### config.mk
export PLATFORM = sky130hd
export DESIGN_NAME = wb_approx_mul_v2
export DESIGN_NICKNAME = d
export VERILOG_FILES = /design/src/rtl/wb_approx_mul_v2.sv
export SDC_FILE = /design/constraint.sdc
export NUM_CORES = 1
export LEC_CHECK = 0
export CORE_ASPECT_RATIO = 1.4
export CORE_MARGIN = 3
export CORE_UTILIZATION = 45
export DETAILED_ROUTE_END_ITERATION = 8
export PLACE_DENSITY_LB_ADDON = 0.1
export SKIP_CTS_REPAIR_TIMING = 1
export SLEW_MARGIN = 20
export SYNTH_ARGS = -nofsm -noshare
export SYNTH_HDL_FRONTEND = slang
export SYNTH_SLANG_ARGS = --single-unit
### constraint.sdc
create_clock -name wb_clk_i -period 9.2 [get_ports wb_clk_i]
set_input_delay 1.84 -clock wb_clk_i [delete_from_list [all_inputs] [get_ports wb_clk_i]]
set_output_delay 1.84 -clock wb_clk_i [all_outputs]
set_load 0.1 [all_outputs]
### src/rtl/wb_approx_mul_v2.sv
// Wishbone-attached approximate multiplier: operand/control registers, a STAGES-deep
// multiply pipeline with optional low-bit truncation, sticky status and a level interrupt.
module wb_approx_mul_v2 #(
  parameter int unsigned WIDTH     = 16,
  parameter int unsigned STAGES    = 2,
  parameter logic [31:0] BASE_ADDR = 32'h3000_0000
) (
  input  logic        wb_clk_i,
  input  logic        wb_rst_i,
  input  logic        wbs_cyc_i,
  input  logic        wbs_stb_i,
  input  logic        wbs_we_i,
  input  logic [3:0]  wbs_sel_i,
  input  logic [31:0] wbs_adr_i,
  input  logic [31:0] wbs_dat_i,
  output logic        wbs_ack_o,
  output logic [31:0] wbs_dat_o,
  output logic        irq
);

  localparam int unsigned PW     = 2 * WIDTH;
  localparam int unsigned KW     = 4;
  localparam int unsigned PIPE_N = (STAGES > 1) ? STAGES - 1 : 1;
  localparam logic [KW-1:0] K_MAX = KW'(WIDTH - 1);

  localparam logic [7:0] OFF_OPA    = 8'h00;
  localparam logic [7:0] OFF_OPB    = 8'h04;
  localparam logic [7:0] OFF_CTRL   = 8'h08;
  localparam logic [7:0] OFF_STATUS = 8'h0C;
  localparam logic [7:0] OFF_RES_LO = 8'h10;
  localparam logic [7:0] OFF_RES_HI = 8'h14;

  // Architectural registers
  logic [WIDTH-1:0] opa_q, opb_q;
  logic             mode_q, sgn_q, irq_en_q;
  logic [KW-1:0]    k_q;
  logic             err_q, done_q;
  logic [63:0]      result_q;

  // Operation in flight
  logic [STAGES-1:0] v_q;
  logic [WIDTH-1:0]  op_a_q, op_b_q;
  logic              op_sgn_q;
  logic [PW-1:0]     pipe_q [PIPE_N];

  // Next-state values
  logic [WIDTH-1:0]  opa_d, opb_d, op_a_d, op_b_d;
  logic              mode_d, sgn_d, irq_en_d, err_d, done_d, op_sgn_d;
  logic [KW-1:0]     k_d;
  logic [63:0]       result_d;
  logic [STAGES-1:0] v_d;
  logic              ack_d, irq_d;
  logic [31:0]       dat_d;

  // Bus decode
  logic             req_c, wr_c, rd_c, busy_c, start_c, accept_c;
  logic [7:0]       off_c;
  logic [31:0]      lane32_c;
  logic [WIDTH-1:0] lane_c, opa_w_c, opb_w_c, tmask_c;
  logic             mode_w_c, sgn_w_c, irq_en_w_c;
  logic [KW-1:0]    k_w_c, kk_c;
  logic [PW-1:0]    ext_a_c, ext_b_c, prod_c, tail_c;
  logic [63:0]      res_ext_c;
  logic [31:0]      status_c, ctrl_c, rdata_c;
  logic             unused_c;

  assign req_c    = wbs_cyc_i & wbs_stb_i & (wbs_adr_i[31:8] == BASE_ADDR[31:8]) & ~wbs_ack_o;
  assign wr_c     = req_c & wbs_we_i;
  assign rd_c     = req_c & ~wbs_we_i;
  assign off_c    = wbs_adr_i[7:0];
  assign busy_c   = |v_q;
  assign start_c  = wr_c & (off_c == OFF_CTRL) & wbs_sel_i[0] & wbs_dat_i[0];
  assign accept_c = start_c & ~busy_c;

  assign lane32_c = {{8{wbs_sel_i[3]}}, {8{wbs_sel_i[2]}}, {8{wbs_sel_i[1]}}, {8{wbs_sel_i[0]}}};
  assign lane_c   = lane32_c[WIDTH-1:0];
  assign opa_w_c  = (opa_q & ~lane_c) | (wbs_dat_i[WIDTH-1:0] & lane_c);
  assign opb_w_c  = (opb_q & ~lane_c) | (wbs_dat_i[WIDTH-1:0] & lane_c);

  // Control fields as they stand after this write (start uses the freshly written ones)
  assign mode_w_c   = wbs_sel_i[0] ? wbs_dat_i[1]   : mode_q;
  assign sgn_w_c    = wbs_sel_i[0] ? wbs_dat_i[3]   : sgn_q;
  assign k_w_c      = wbs_sel_i[0] ? wbs_dat_i[7:4] : k_q;
  assign irq_en_w_c = wbs_sel_i[1] ? wbs_dat_i[8]   : irq_en_q;

  assign kk_c    = (k_w_c > K_MAX) ? K_MAX : k_w_c;
  assign tmask_c = {WIDTH{1'b1}} << kk_c;

  assign unused_c = ^{wbs_dat_i, wbs_sel_i, lane32_c};

  // Multiply: sign/zero extension to 2*WIDTH makes the truncated product correct for both modes
  assign ext_a_c = {{WIDTH{op_sgn_q & op_a_q[WIDTH-1]}}, op_a_q};
  assign ext_b_c = {{WIDTH{op_sgn_q & op_b_q[WIDTH-1]}}, op_b_q};
  assign prod_c  = ext_a_c * ext_b_c;

  generate
    if (STAGES == 1) begin : g_tail_direct
      assign tail_c = prod_c;
    end else begin : g_tail_pipe
      assign tail_c = pipe_q[STAGES-2];
    end
  endgenerate

  assign res_ext_c = {{(64-PW){op_sgn_q & tail_c[PW-1]}}, tail_c};

  assign status_c = {29'b0, err_q, done_q, busy_c};
  assign ctrl_c   = {23'b0, irq_en_q, k_q, sgn_q, 1'b0, mode_q, 1'b0};

  // Read mux
  always_comb begin
    rdata_c = '0;
    case (off_c)
      OFF_OPA:    rdata_c = 32'(opa_q);
      OFF_OPB:    rdata_c = 32'(opb_q);
      OFF_CTRL:   rdata_c = ctrl_c;
      OFF_STATUS: rdata_c = status_c;
      OFF_RES_LO: rdata_c = result_q[31:0];
      OFF_RES_HI: rdata_c = result_q[63:32];
      default:    rdata_c = '0;
    endcase
  end

  // Next-state logic
  always_comb begin
    opa_d    = opa_q;
    opb_d    = opb_q;
    mode_d   = mode_q;
    sgn_d    = sgn_q;
    k_d      = k_q;
    irq_en_d = irq_en_q;
    err_d    = err_q;
    done_d   = done_q;
    result_d = result_q;
    op_a_d   = op_a_q;
    op_b_d   = op_b_q;
    op_sgn_d = op_sgn_q;
    v_d      = v_q << 1;
    v_d[0]   = accept_c;
    ack_d    = req_c;
    dat_d    = rd_c ? rdata_c : '0;

    if (wr_c) begin
      case (off_c)
        OFF_OPA: opa_d = opa_w_c;
        OFF_OPB: opb_d = opb_w_c;
        OFF_CTRL: begin
          mode_d   = mode_w_c;
          sgn_d    = sgn_w_c;
          k_d      = k_w_c;
          irq_en_d = irq_en_w_c;
        end
        OFF_STATUS: if (wbs_sel_i[0] && wbs_dat_i[2]) err_d = 1'b0;
        default: ;
      endcase
    end

    if (start_c && busy_c) err_d = 1'b1;

    if (accept_c) begin
      op_a_d   = mode_w_c ? (opa_q & tmask_c) : opa_q;
      op_b_d   = mode_w_c ? (opb_q & tmask_c) : opb_q;
      op_sgn_d = sgn_w_c;
    end

    // Completion wins over a same-cycle clear
    if (accept_c || (rd_c && (off_c == OFF_RES_LO))) done_d = 1'b0;
    if (v_q[STAGES-1]) begin
      done_d   = 1'b1;
      result_d = res_ext_c;
    end

    irq_d = done_d & irq_en_d;
  end

  always_ff @(posedge wb_clk_i) begin
    if (wb_rst_i) begin
      opa_q     <= '0;
      opb_q     <= '0;
      mode_q    <= 1'b0;
      sgn_q     <= 1'b0;
      k_q       <= '0;
      irq_en_q  <= 1'b0;
      err_q     <= 1'b0;
      done_q    <= 1'b0;
      result_q  <= '0;
      op_a_q    <= '0;
      op_b_q    <= '0;
      op_sgn_q  <= 1'b0;
      v_q       <= '0;
      wbs_ack_o <= 1'b0;
      wbs_dat_o <= '0;
      irq       <= 1'b0;
      for (int i = 0; i < int'(PIPE_N); i++) pipe_q[i] <= '0;
    end else begin
      opa_q     <= opa_d;
      opb_q     <= opb_d;
      mode_q    <= mode_d;
      sgn_q     <= sgn_d;
      k_q       <= k_d;
      irq_en_q  <= irq_en_d;
      err_q     <= err_d;
      done_q    <= done_d;
      result_q  <= result_d;
      op_a_q    <= op_a_d;
      op_b_q    <= op_b_d;
      op_sgn_q  <= op_sgn_d;
      v_q       <= v_d;
      wbs_ack_o <= ack_d;
      wbs_dat_o <= dat_d;
      irq       <= irq_d;
      pipe_q[0] <= prod_c;
      for (int i = 1; i < int'(PIPE_N); i++) pipe_q[i] <= pipe_q[i-1];
    end
  end

endmodule
==> run metrics, run 1 <==
status completed; top-count cell post-synth inv_1; number of synthesized register bits 175; detailed-route wire length per cell 18.2 um; clk_skew roughly 0.0094 ns; Post-route DRC 0; TritonRoute pass-1 iters 5; fraction of registers with async set/reset 0; Root Driver clkbuf_16; CP Max Fanout 13; top cells by area, synth fa_1 (33%), dfxtp_1 (21%), inv_1 (7.0%); register area approximately 3500 sq um; cell area after placement ~18000 sq um; WP data required roughly 9.5 ns; largest net degree at the start of global routing between 80 and 90; final wirelength between 40 and 50 mm; Yosys warning count 0; Mapped Cells 1869; final core utilization 0.509; startpoint class of the critical path register; Finished Layout Cells 2383; vias in the first global route roughly 13k; first-pass GRT wire length between 70 and 80 mm; synth cell count leaders inv_1 (320), fa_1 (282), nand2_1 (212); Final setup viols 0; Clock Latency Late Sink approximately 0.44 ns; dpl cells roughly 2.4k; GRT Util Overall 0.226; DRT iter0 DRCs approximately 670; power per cell area 81.1 nW/um^2; # rows 83; die area 40300 sq um; vias approximately 12k; worst setup margin between 2 and 2.5 ns; Avg Cell Area, Syn between 9 and 10 sq um; CP arrival ~7 ns; footprint of the multi-input gates 12000 sq um; WS Path Type register to register; # diodes 0; Tcrit/Tclk final 0.745; share of cells above drive strength 1 0.0454; Die Ht ~240 um; sequential area share after synthesis 0.206; CTS clk-pin slew, worst paths about 0.070 ns; Rel. slew slack 0.291; Design Area, Final 18900 sq um; CTS tree yes; Yosys cell types roughly 70; core outline area 37100 sq um; Layout area overhead 10.8%; total gr overflow 0; Post-Syn Nets 2306; Initial Util 0.460; Synth top area share 0.331; cts bufs inserted 17; Lkg Pwr 8.63 nW; num ports 107; Horiz. Die Dim 171 um; Slew Limit Fails 0; DP Wirelength roughly 33 mm; CTS sink cnt around 180; hold slack 0.460 ns; final net count roughly 2.3k; Via density around 5.2; Hold Vio Cnt, Final 0; Clock Tree Buf Depth 2; Max H-tree Level 4; max cap viols 0; Yosys top cell by area fa_1; Hold Crit Class register to register; Tmin final just under 7 ns; EDFF count, synth 0; number of nets still failing antenna checks after routing 0; Post-Synthesis Cell Area 17000 sq um; antenna violations before repair 1; Setup TNS 0 ns; maximum clock rate 146 MHz; predominant post-synthesis flop cell dfxtp_1; worst slack at placement ~2.3 ns; Max VDD drop 0.127 mV; Tot Pwr ~1.5 mW; Slew @ Worst Pin 1.06 ns; I/O Buffers ~90; RSZ-0062 raised after global routing no; RePlAce Congestion 0.855; fillers ~3.5k; Worst setup EP type register
[critical path, cell delays in order (launching register included)]
cell	delay, ns
dfxtp_1	0.72
and2_1	0.36
nand2_1	0.14
inv_1	0.14
fa_1	0.45
inv_1	0.23
fa_1	0.45
inv_1	0.08
fa_1	0.44
fa_1	0.52
fa_1	0.50
inv_1	0.05
fa_1	0.47
inv_1	0.04
ha_1	0.37
a21oi_1	0.17
o21ai_1	0.12
a221o_1	0.45
a21o_1	0.24
or2_1	0.25
a31oi_1	0.20
mux2_1	0.34
[final timing paths]
kind / from / to / slack (ns) / cells after the start
max: op_sgn_q$_SDFFE_PP0P_ / pipe_q[0][29]$_SDFF_PP0_ / 2.34 / 21
max reg2reg: op_sgn_q$_SDFFE_PP0P_ / pipe_q[0][29]$_SDFF_PP0_ / 2.34 / 21
min reg2reg: sgn_q$_SDFFE_PP0P_ / sgn_q$_SDFFE_PP0P_ / 0.46 / 2
min: sgn_q$_SDFFE_PP0P_ / sgn_q$_SDFFE_PP0P_ / 0.46 / 2
[power breakdown]
part             switching, mW  leakage, nW  internal [mW]
logic                   0.0287         6.94         0.0262
clock network            0.332        0.285          0.388
registers      0.0000000000548         1.41          0.757
total                    0.361         8.63           1.17
[layer usage]
metal  vias to the layer above  GRT usage  part of all wire
met3                        75     0.0238             0.034
met5                         -          0                 0
met4                         0     0.0785             0.035
met2                       270      0.404              0.52
met1                      6229      0.282              0.41
li1                       5857          -                 -
[cells by family after synthesis]
logic type                 Yosys count  share of synthesized area
and+or+nand+nor                    622                      0.177
buffers and inverters              414                     0.0937
adders and majority gates          364                      0.391
AOI/OAI and AO/OA                  181                     0.0666
DFF                                175                      0.206
muxes                               88                     0.0527
xor gates and xnor gates            25                     0.0128
[final cells by class]
cell class / count / area share
multi-input cells: 1280 / 0.633
flip-flops and latches: 175 / 0.186
inverters: 320 / 0.0636
repair buffers: 109 / 0.0549
well taps: 467 / 0.0309
clock buffers: 18 / 0.0227
clock inverters: 14 / 0.00895
[placed cells by master (no fill, tap or decap), drive strengths merged, types with 9 or more instances in the layout]
cell type,n
clkbuf,18
and3,12
nand3b,9
a21oi,87
nand3,32
mux2i,74
nor2b,17
inv,327
a21o,15
o21a,9
nor3,24
and2,127
clkdlybuf4s50,87
xnor2,17
nand4,11
fa,282
buf,22
dfxtp,175
nand2,212
nor2,142
o21ai,23
ha,82
a221oi,13
mux2,14
No activity file was read; power rests on OpenSTA's default activity.
==> run 2: changes to the inputs <==
- clock period: 9.2 -> 6.8 ns (I/O delays scaled with it)
==> run 2 against run 1 <==
Against the previous run: largest cell class unchanged; final area increased by 2.0%; register-to-register slack worse by 2.0 ns; clock skew is essentially flat; cell count up 1.9%; core utilization rose by 1.0 points; largest power group is now the clock network; non-clock buffer count is 46 higher; count of clock-buffer cells in the layout did not move.
==> run metrics, run 2 (same netlist as run 1, synthesis figures left out) <==
TritonRoute pass-1 iters 5 (unchanged); Max H-tree Level 4 (unchanged); DRT iter0 DRCs 643 (-4.5%); detailed-route wire length per cell 18.3 um (+0.91%); status completed; clk_skew 0.00902 ns (-0.000346 ns); vias in the first global route 13.5k (+1.4%); CTS sink cnt 175 (unchanged); # rows 83 (unchanged); share of cells above drive strength 1 0.0688 (+0.0234); Die Ht 236 um (unchanged); GRT Util Overall 0.229 (+0.00287); CTS clk-pin slew, worst paths 0.07 ns (about the same); Slew Limit Fails 0 (unchanged); antenna violations before repair 1 (unchanged); Via density 5.22 (+0.13%); # diodes 0 (unchanged); number of nets still failing antenna checks after routing 0 (unchanged); first-pass GRT wire length 71.8 mm (+0.23%); Tot Pwr 2.13 mW (+39%); hold slack 0.459 ns (-0.00124 ns); DP Wirelength 35.6 mm (+6.9%); reg2reg path depth 20 (-4.8%); final wirelength 44.5 mm (+2.9%); RePlAce Congestion 0.909 (+6.3%); Tcrit/Tclk final 0.954 (+0.209); Lkg Pwr 8.89 nW (+3.0%); crit path from op_b_q[2]$_SDFFE_PP0P_; Setup TNS 0 ns (unchanged); cts bufs inserted 17 (unchanged); final net count 2386 (+2.0%); Hold Crit Class register to register; num ports 107 (unchanged); Worst Hold Depth 2 (unchanged); most frequent cells in the layout inv_1 (320), fa_1 (282), nand2_1 (212), dfxtp_1 (172), nor2_1 (138); total gr overflow 0 (unchanged); Worst Hold Launch sgn_q$_SDFFE_PP0P_; Layout area overhead 13.0%; CP Max Fanout 11 (-2); cell area after placement 18600 sq um (+1.9%); maximum clock rate 154 MHz (+5.7%); worst setup margin 0.313 ns (-2.03 ns); WP data required 7.13 ns (-2.40 ns); Finished Layout Cells 2429 (+1.9%); WS Path Type register to register; Post-route DRC 0 (unchanged); vias 12.7k (+2.1%); Clock Tree Buf Depth 2 (unchanged); power per cell area 111 nW/um^2 (+37%); most common cell after layout, fill and taps aside inv_1; Rel. slew slack 0.336 (+0.0447); die area 40300 sq um (unchanged); Slew @ Worst Pin 0.994 ns (-0.0675 ns); core outline area 37100 sq um (unchanged); max cap viols 0 (unchanged); RSZ-0062 raised after global routing no; worst slack at placement 0.223 ns (-2.12 ns); CTS tree yes; CP arrival 6.81 ns (-0.37 ns); I/O Buffers 88 (unchanged); Hold Vio Cnt, Final 0 (unchanged); Max VDD drop 0.171 mV (+35%); reg2reg start op_b_q[2]$_SDFFE_PP0P_; reg2reg setup slack 0.31 ns (-2.03 ns); Horiz. Die Dim 171 um (unchanged); Worst setup EP type register; Tmin final 6.49 ns (-0.371 ns); Design Area, Final 19300 sq um (+2.0%); startpoint class of the critical path register; Final setup viols 0 (unchanged); largest net degree at the start of global routing 78 (-3.7%); Clock Latency Late Sink 0.44 ns (about the same); final core utilization 0.520 (+0.0103); Initial Util 0.460 (unchanged); dpl cells 2397 (+2.0%); Root Driver clkbuf_16
run 2: critical path, cell delays in order, from the launching register on:
cell	delay [ns]
dfxtp_1	0.73
nand2_1	0.20
inv_1	0.17
fa_1	0.48
inv_1	0.13
fa_1	0.41
inv_1	0.08
fa_1	0.45
fa_1	0.53
fa_1	0.50
inv_1	0.05
fa_1	0.47
inv_1	0.04
ha_1	0.37
a21oi_1	0.19
o21ai_1	0.12
a221o_1	0.44
a21o_1	0.23
or2_1	0.24
a31oi_1	0.20
mux2_1	0.34
run 2: power breakdown:
group / total, mW / switching (mW) / leakage, nW / internal, mW
combinational: 0.0746 / 0.0388 / 7.18 / 0.0358
sequential: 1.02 / 0.0000000000544 / 1.41 / 1.02
clock: 1.03 / 0.439 / 0.299 / 0.595
run 2: routing by layer:
layer / vias up / global-route usage / wire, um
li1: 5948 / - / -
met1: 6346 / 0.277 / 17900
met2: 290 / 0.398 / 22500
met3: 101 / 0.0280 / 1610
met4: 2 / 0.118 / 2540
met5: - / 0 / 6
run 2: cell type report:
class / instances / area, sq um
multi-input cells: 1280 / 12000
flip-flops and latches: 175 / 3510
clock inverters: 14 / 203
repair buffers: 155 / 1380
fillers: 3522 / 17800
inverters: 320 / 1200
well taps: 467 / 584
clock buffers: 18 / 429
run 2: path summary, 6_finish.rpt:
kind                                                  to
worst min register to register        sgn_q$_SDFFE_PP0P_
worst max-delay path            pipe_q[0][29]$_SDFF_PP0_
worst min-delay path                  sgn_q$_SDFFE_PP0P_
worst max register to register  pipe_q[0][29]$_SDFF_PP0_
==> run 3: changes to the inputs <==
- CORE_ASPECT_RATIO: 1.4 -> 1.75
==> run 3 against run 2 <==
Against the previous run: sequential power barely moved; worst hold slack got worse by 0.0012 ns; critical path depth stayed put.
==> run metrics, run 3 (same netlist as run 1, synthesis figures left out) <==
status completed; DP Wirelength 38.3 mm (+7.6%); reg2reg path depth 20 (unchanged); GRT Util Overall 0.244 (+0.0143); power per cell area 107 nW/um^2 (-3.4%); Tcrit/Tclk final 0.947 (-0.00702); num ports 107 (unchanged); Hold Vio Cnt, Final 0 (unchanged); final wirelength 47.7 mm (+7.0%); TritonRoute pass-1 iters 5 (unchanged); Hold Crit Class register to register; Post-route DRC 0 (unchanged); maximum clock rate 155 MHz (+0.74%); share of cells above drive strength 1 0.0688 (about the same); RSZ-0062 raised after global routing no; RePlAce Congestion 0.937 (+3.1%); Via density 5.29 (+1.3%); footprint of the multi-input gates 12000 sq um (about the same); Final setup viols 0 (unchanged); Tot Pwr 2.07 mW (-3.1%); max layer used met4; register area 3500 sq um (about the same); WL met1 16.9 mm (-5.7%); Tmin final 6.44 ns (-0.0478 ns); core outline area 37100 sq um (+0.12%); CP arrival 6.77 ns (-0.04 ns); number of nets still failing antenna checks after routing 0 (unchanged); worst slack at placement 0.423 ns (+0.200 ns); capture point of the worst reg-to-reg path pipe_q[0][30]$_SDFF_PP0_; Max H-tree Level 4 (unchanged); Slew @ Worst Pin 1.06 ns (+0.0695 ns); # diodes 0 (unchanged); CTS sink cnt 175 (unchanged); CTS clk-pin slew, worst paths 0.08 ns (about the same); final net count 2387 (+0.042%); fillers 3508 (-0.40%); clk_skew 0.0137 ns (+0.00464 ns); reg2reg setup slack 0.36 ns (+0.05 ns); first-pass GRT wire length 76.5 mm (+6.5%); die area 40300 sq um (+0.14%); most common cell after layout, fill and taps aside inv_1; vias in the first global route 14.0k (+3.6%); Max VDD drop 0.136 mV (-21%); routed wl met3 1.68 mm (+4.7%); Layout area overhead 13.4%; met2 WL 25.7 mm (+14%); Clock Tree Buf Depth 2 (unchanged); DRT iter0 DRCs 755 (+17%); startpoint class of the critical path register; largest net degree at the start of global routing 81 (+3.8%); detailed-route wire length per cell 19.6 um (+6.6%); Die Ht 263 um (+12%); WP data required 7.14 ns (about the same); antenna violations before repair 0 (-1); Initial Util 0.459 (-0.000558); Root Driver clkbuf_16; Worst Hold Launch sgn_q$_SDFFE_PP0P_; Slew Limit Fails 0 (unchanged); reg2reg start op_b_q[9]$_SDFFE_PP0P_; Lkg Pwr 8.90 nW (+0.13%); Horiz. Die Dim 153 um (-10%); max cap viols 0 (unchanged); CTS tree yes; WS Path Type register to register; Rel. slew slack 0.291 (-0.0443); Setup TNS 0 ns (unchanged); Clock Latency Late Sink 0.44 ns (about the same); Hold EP sgn_q$_SDFFE_PP0P_; most frequent cells in the layout inv_1 (320), fa_1 (282), nand2_1 (212), dfxtp_1 (174), nor2_1 (138); Finished Layout Cells 2438 (+0.37%); # rows 93 (+12%); Worst setup EP type register; cts bufs inserted 17 (unchanged); worst setup margin 0.361 ns (+0.0478 ns); I/O Buffers 88 (unchanged); vias 12.9k (+1.7%); dpl cells 2406 (+0.38%); CP Max Fanout 14 (+3); total gr overflow 0 (unchanged); Worst Hold Depth 2 (unchanged)
## run 3: cell count changes in the layout (fill, tap and decap cells not counted), sizes merged
cell | previous run | this run
bufinv | 3 | 0
inv | 326 | 328
buf | 68 | 69
clkinv | 2 | 5
clkinvlp | 3 | 1
## run 3: critical path: stages (launching register included)
cell and delay (ns):
dfxtp_1 0.85, nand2_1 0.17, fa_1 0.54, inv_1 0.06
fa_1 0.50, inv_1 0.05, fa_1 0.54, inv_1 0.05
fa_1 0.46, fa_1 0.49, inv_1 0.05, fa_1 0.47
inv_1 0.11, ha_1 0.37, a21o_1 0.20, a21o_1 0.17
a21oi_1 0.31, o21a_1 0.21, a21oi_2 0.09, o32ai_2 0.29
mux2_2 0.36
## run 3: metal layers
layer	global-route usage	vias to the layer above
met1	0.259	6457
met3	0.0250	128
met2	0.455	354
met4	0.148	0
li1	-	5960
met5	0	-
## run 3: how the worst max path moves through the flow
| stage | slack [ns] | end | from |
|---|---|---|---|
| floorplan | 0.72 | pipe_q[0][29]$_SDFF_PP0_ | op_a_q[15]$_SDFFE_PP0P_ |
| global placement | 0.44 | pipe_q[0][30]$_SDFF_PP0_ | op_b_q[9]$_SDFFE_PP0P_ |
| detailed placement | 0.42 | pipe_q[0][30]$_SDFF_PP0_ | op_b_q[9]$_SDFFE_PP0P_ |
| CTS | 0.38 | pipe_q[0][30]$_SDFF_PP0_ | op_b_q[9]$_SDFFE_PP0P_ |
| global route | 0.09 | pipe_q[0][29]$_SDFF_PP0_ | op_sgn_q$_SDFFE_PP0P_ |
| finish | 0.36 | pipe_q[0][30]$_SDFF_PP0_ | op_b_q[9]$_SDFFE_PP0P_ |
## run 3: final cells by class
class | count | share of cell area
well taps | 475 | 0.0308
inverters | 320 | 0.0622
clock inverters | 14 | 0.00848
clock buffers | 18 | 0.0222
flip-flops and latches | 175 | 0.181
repair buffers | 156 | 0.0758
multi-input cells | 1280 | 0.619
## run 3: where the power goes
group	total (mW)	internal, mW	switching (mW)
clock	0.968	0.497	0.471
combinational	0.0756	0.0358	0.0397
sequential	1.02	1.02	0.0000000000621
total	2.07	1.56	0.511
## run 3: stage by stage
| step | area (sq um) | hold WS [ns] | utilization |
|---|---|---|---|
| final | 19300 | 0.458 | 0.521 |
| after global routing | 19300 | 0.482 | 0.521 |
| after CTS | 19300 | 0.458 | 0.520 |
| after detailed placement | 18700 | 0.448 | 0.505 |
| after global placement | 18700 | 0.442 | 0.505 |
| after floorplan | 17000 | 0.437 | - |
==> RTL edit 1: new RTL, config.mk and constraints of run 2 <==
Set the parameter `STAGES` to 4 (it was 2).
--- a/src/rtl/wb_approx_mul_v2.sv
+++ b/src/rtl/wb_approx_mul_v2.sv
@@ -3,5 +3,5 @@
 module wb_approx_mul_v2 #(
   parameter int unsigned WIDTH     = 16,
-  parameter int unsigned STAGES    = 2,
+  parameter int unsigned STAGES    = 4,
   parameter logic [31:0] BASE_ADDR = 32'h3000_0000
 ) (
Formal check against the unedited RTL: not equivalent (a bounded check fails within 4 cycles, from zero or initial values and one cycle with wb_rst_i high).
==> RTL edit 1 against run 2 <==
- total power rose by 29%
- clock power rose by 23%
- sequential cell count rose by 66
- area after synthesis rose by 9.6%
- first-iteration DRC count rose by 16%
- clock skew rose by 0.0015 ns
- setup slack improved by 0.15 ns
- maximum frequency rose by 2.4%
- utilization fell by 0.58 points
- largest cell class unchanged
- routed wire length rose by 10%
- final area rose by 8.3%
- global-route usage rose by 0.19 points
==> RTL edit 1: results (changes against run 2) <==
stage	metric	value	unit	change
status	status	finished clean		
critical_path	slowest cell delay on critical path	0.79	ns	+0.06 ns
cts	worst skew pair latency	0.51	ns	+0.07 ns
placed_design	Post-DP Area	20100	sq um	+7.7%
grt	vias in the first global route	14200		+5.5%
power_and_ir_drop	sequential power	0.00141	W	+38%
cts	H-tree Lvls	1		-3
synth	post-synthesis sequential area ratio	0.258		+0.0528
critical_path	worst r2r src	op_a_q[13]		
cts	TritonCTS Buffers	23		+6
timing	Worst-Margin Slew	1.01	ns	+0.0119 ns
timing	Fin Hold WS	0.429	ns	-0.0305 ns
cts	Bufs on Longest Clock Path	3		+1
synth	Mean Syn Cell Area	9.37	sq um	+2.8%
power_and_ir_drop	Power Combinational	0.0000798	W	+7.0%
hold_path	worst hold start	pipe_q[0][38]		
layout	share of post-route cells with drive strength above 1	0.0486		-0.0202
grt	first-pass GRT wire length	78.3	mm	+9.0%
placed_design	placed insts	2550		+6.4%
power_and_ir_drop	Overall Power	0.00276	W	+29%
synth	syn nets	2430		+5.4%
detailed_routing	vias per inst	5.17		-0.99%
detailed_routing	via count	13400		+5.7%
critical_path	FF-to-FF path depth	21		+5.0%
power_and_ir_drop	Max VDD drop	0.155	mV	-9.2%
==> RTL edit 1: how the worst max path moves through the flow <==
stage                    end  slack (ns)       start
2_1_floorplan  pipe_q[0][30]        0.93   op_a_q[9]
3_3_place_gp   pipe_q[0][31]        0.43  op_a_q[15]
3_5_place_dp   pipe_q[0][31]        0.36  op_a_q[15]
4_1_cts        pipe_q[0][31]        0.32  op_a_q[15]
5_1_grt        pipe_q[0][31]        0.10  op_a_q[15]
6_report       pipe_q[0][27]        0.46  op_a_q[13]
==> RTL edit 1: per-layer routing <==
layer  global-route usage  part of all wire  vias up
met3               0.0152             0.036      107
li1                     -                 -     6253
met2                0.426              0.52      339
met5                    0                 0        -
met4                0.126             0.063        0
met1                0.264              0.38     6716
==> RTL edit 1: cell families (layout without fill, tap and decap cells) <==
kind of cell / after synthesis / after routing / synth area share
AND/OR/NAND/NOR: 663 / 663 / 0.176
buffers and inverters: 429 / 495 / 0.0898
adder cells (fa/ha/maj): 364 / 364 / 0.357
flip-flops: 241 / 241 / 0.258
AO/OA/AOI/OAI: 186 / 186 / 0.0616
multiplexers: 76 / 76 / 0.0410
XOR/XNOR: 34 / 34 / 0.0159
other: 0 / 1 / 0
==> RTL edit 1: cell type report <==
cell class	instances	area, sq um	area share
well taps	534	668	0.0320
inverters	325	1220	0.0585
repair buffers	128	1200	0.0576
flip-flops and latches	241	4830	0.231
clock buffers	30	652	0.0313
multi-input cells	1323	12200	0.584
clock inverters	12	104	0.00498
diodes	1	2.50	0.000120
==> RTL edit 1: worst reg2reg max path, delay by kind of cell (launching register included) <==
kind / cells / cell delay [ns]
DFF: 1 / 0.79
AOI/OAI and AO/OA: 6 / 1.23
and+or+nand+nor: 2 / 0.24
xor gates and xnor gates: 1 / 0.16
adders and majority gates: 7 / 3.51
buffers and inverters: 5 / 0.28
==> RTL edit 2: new RTL, config.mk and constraints of run 2 <==
Made on the original files. Take the reset off `wbs_dat_o` and load it in a clocked block of its own.
--- a/src/rtl/wb_approx_mul_v2.sv
+++ b/src/rtl/wb_approx_mul_v2.sv
@@ -189,5 +189,4 @@
       v_q       <= '0;
       wbs_ack_o <= 1'b0;
-      wbs_dat_o <= '0;
       irq       <= 1'b0;
       for (int i = 0; i < int'(PIPE_N); i++) pipe_q[i] <= '0;
@@ -207,5 +206,4 @@
       v_q       <= v_d;
       wbs_ack_o <= ack_d;
-      wbs_dat_o <= dat_d;
       irq       <= irq_d;
       pipe_q[0] <= prod_c;
@@ -214,3 +212,7 @@
   end
 
+  always_ff @(posedge wb_clk_i) begin
+    wbs_dat_o <= dat_d;
+  end
+
 endmodule
Behaviour: differs if wb_rst_i is asserted again (counterexample within 4 cycles, from zero or initial values and one cycle with wb_rst_i high); with wb_rst_i held inactive, the same outputs for 4 cycles.
==> RTL edit 2 against run 2 <==
- utilization fell by 0.48 points
- final area fell by 1.2%
- non-clock buffer count down 18
- area after synthesis fell by 0.56%
- routed wire length up 0.72%
- setup slack worse by 0.032 ns
- total power down 1.2%
- sequential cell count stayed put
- largest power group is now registers
- highest routed layer is now met4
==> RTL edit 2: results (changes against run 2) <==
stage	metric	value	unit	change
status	status	finished clean		
critical_path	Crit Path Max Fanout	8		-3
synth	largest cells by area after synthesis	fa_1 33%, dfxtp_1 21%, inv_1 7.2%, ha_1 6.1%, nand2_1 5.3%		
grt	first-pass GRT wire length	73.3	mm	+2.1%
timing	Layout Skew	0.0100	ns	+0.000982 ns
layout	share of post-route cells with drive strength above 1	0.0601		-0.00870
layout	area grow syn2layout	12.3	%	
detailed_routing	drt total wl	44.9	mm	+0.72%
synth	Yosys cell types	51		-25%
layout	Signal buffers	137		-12%
timing	Rel. slew slack	0.324		-0.0112
layout	sequential cell area	3520	sq um	+0.50%
synth	Post-Synth XOR/XNOR Area	0.0186		+0.00576
detailed_routing	vias per inst	5.21		-0.25%
synth	syn nets	2330		+1.0%
synth	post-synthesis sequential area ratio	0.207		+0.00115
grt	largest net degree at the start of global routing	88		+13%
placed_design	placed insts	2398		+0.042%
cts	worst skew pair latency	0.44	ns	about the same
critical_path	slowest cell delay on critical path	0.65	ns	-0.08 ns
layout	FFs & Latches	175		unchanged
synth	post-synthesis compound-gate area fraction	0.0664		-0.000143
synth	Commonest cells post-synth	327 x inv_1, 282 x fa_1, 238 x nand2_1		
detailed_routing	starting DRC count in detailed routing	659		+2.5%
critical_path	Critical-path top delay cell	dfxtp_1		
layout	CLK BUF	17		-1
power_and_ir_drop	Power Combinational	0.0000770	W	+3.2%
grt	number of antenna violations at the first check in global routing	0		-1
power_and_ir_drop	Flop pwr share	0.485		+0.005
placed_design	global placer's final weighted congestion	0.873		-4.0%
synth	multiplexer share of the synthesized area	0.0439		-0.00878
layout	Multi-In Gates	1292		+0.94%
floorplan	# rows	83		unchanged
power_and_ir_drop	Max VDD drop	0.123	mV	-28%
power_and_ir_drop	leakage power	8.76	nW	-1.5%
layout	Non-clock buffer share	0.0655		-0.00623
grt	Total GRT Usage	0.233		+0.00397
layout	# fillers	3511		-0.31%
power_and_ir_drop	P per Cell Area	111	nW/um^2	about the same
power_and_ir_drop	Sw Share	0.245		+0.0211
layout	inverters	327		+2.2%
layout	clock-cell share of area	0.0321		-0.000653
synth	fraction of the mapped netlist area in adder cells	0.394		+0.00220
synth	Mean Syn Cell Area	8.96	sq um	-1.8%
layout	fraction of area in multi-input gates	0.622		+0.00124
-- RTL edit 2: per-stage QoR --
step / hold slack, ns / setup WS (ns)
final: 0.464 / 0.281
after detailed placement: 0.457 / -0.0977
after CTS: 0.465 / -0.105
after floorplan: 0.439 / 0.854
after global routing: 0.469 / 0.000932
after global placement: 0.446 / 0.0603
-- RTL edit 2: worst paths after layout --
path	from	endpoint	slack, ns	cells after the start
setup / recovery	op_a_q[7]	pipe_q[0][30]	0.28	23
hold / removal	v_q[0]	v_q[1]	0.46	1
setup reg to reg	op_a_q[7]	pipe_q[0][30]	0.28	23
hold reg to reg	v_q[0]	v_q[1]	0.46	1
-- RTL edit 2: per-layer routing --
| layer | share of wire | track usage | wire, um | up-vias |
|---|---|---|---|---|
| met5 | 0 | 0 | 0 | - |
| met4 | 0.033 | 0.0738 | 1490 | 0 |
| met3 | 0.029 | 0.0218 | 1300 | 75 |
| met2 | 0.55 | 0.436 | 24500 | 275 |
| met1 | 0.39 | 0.279 | 17600 | 6375 |
| li1 | - | - | - | 5936 |
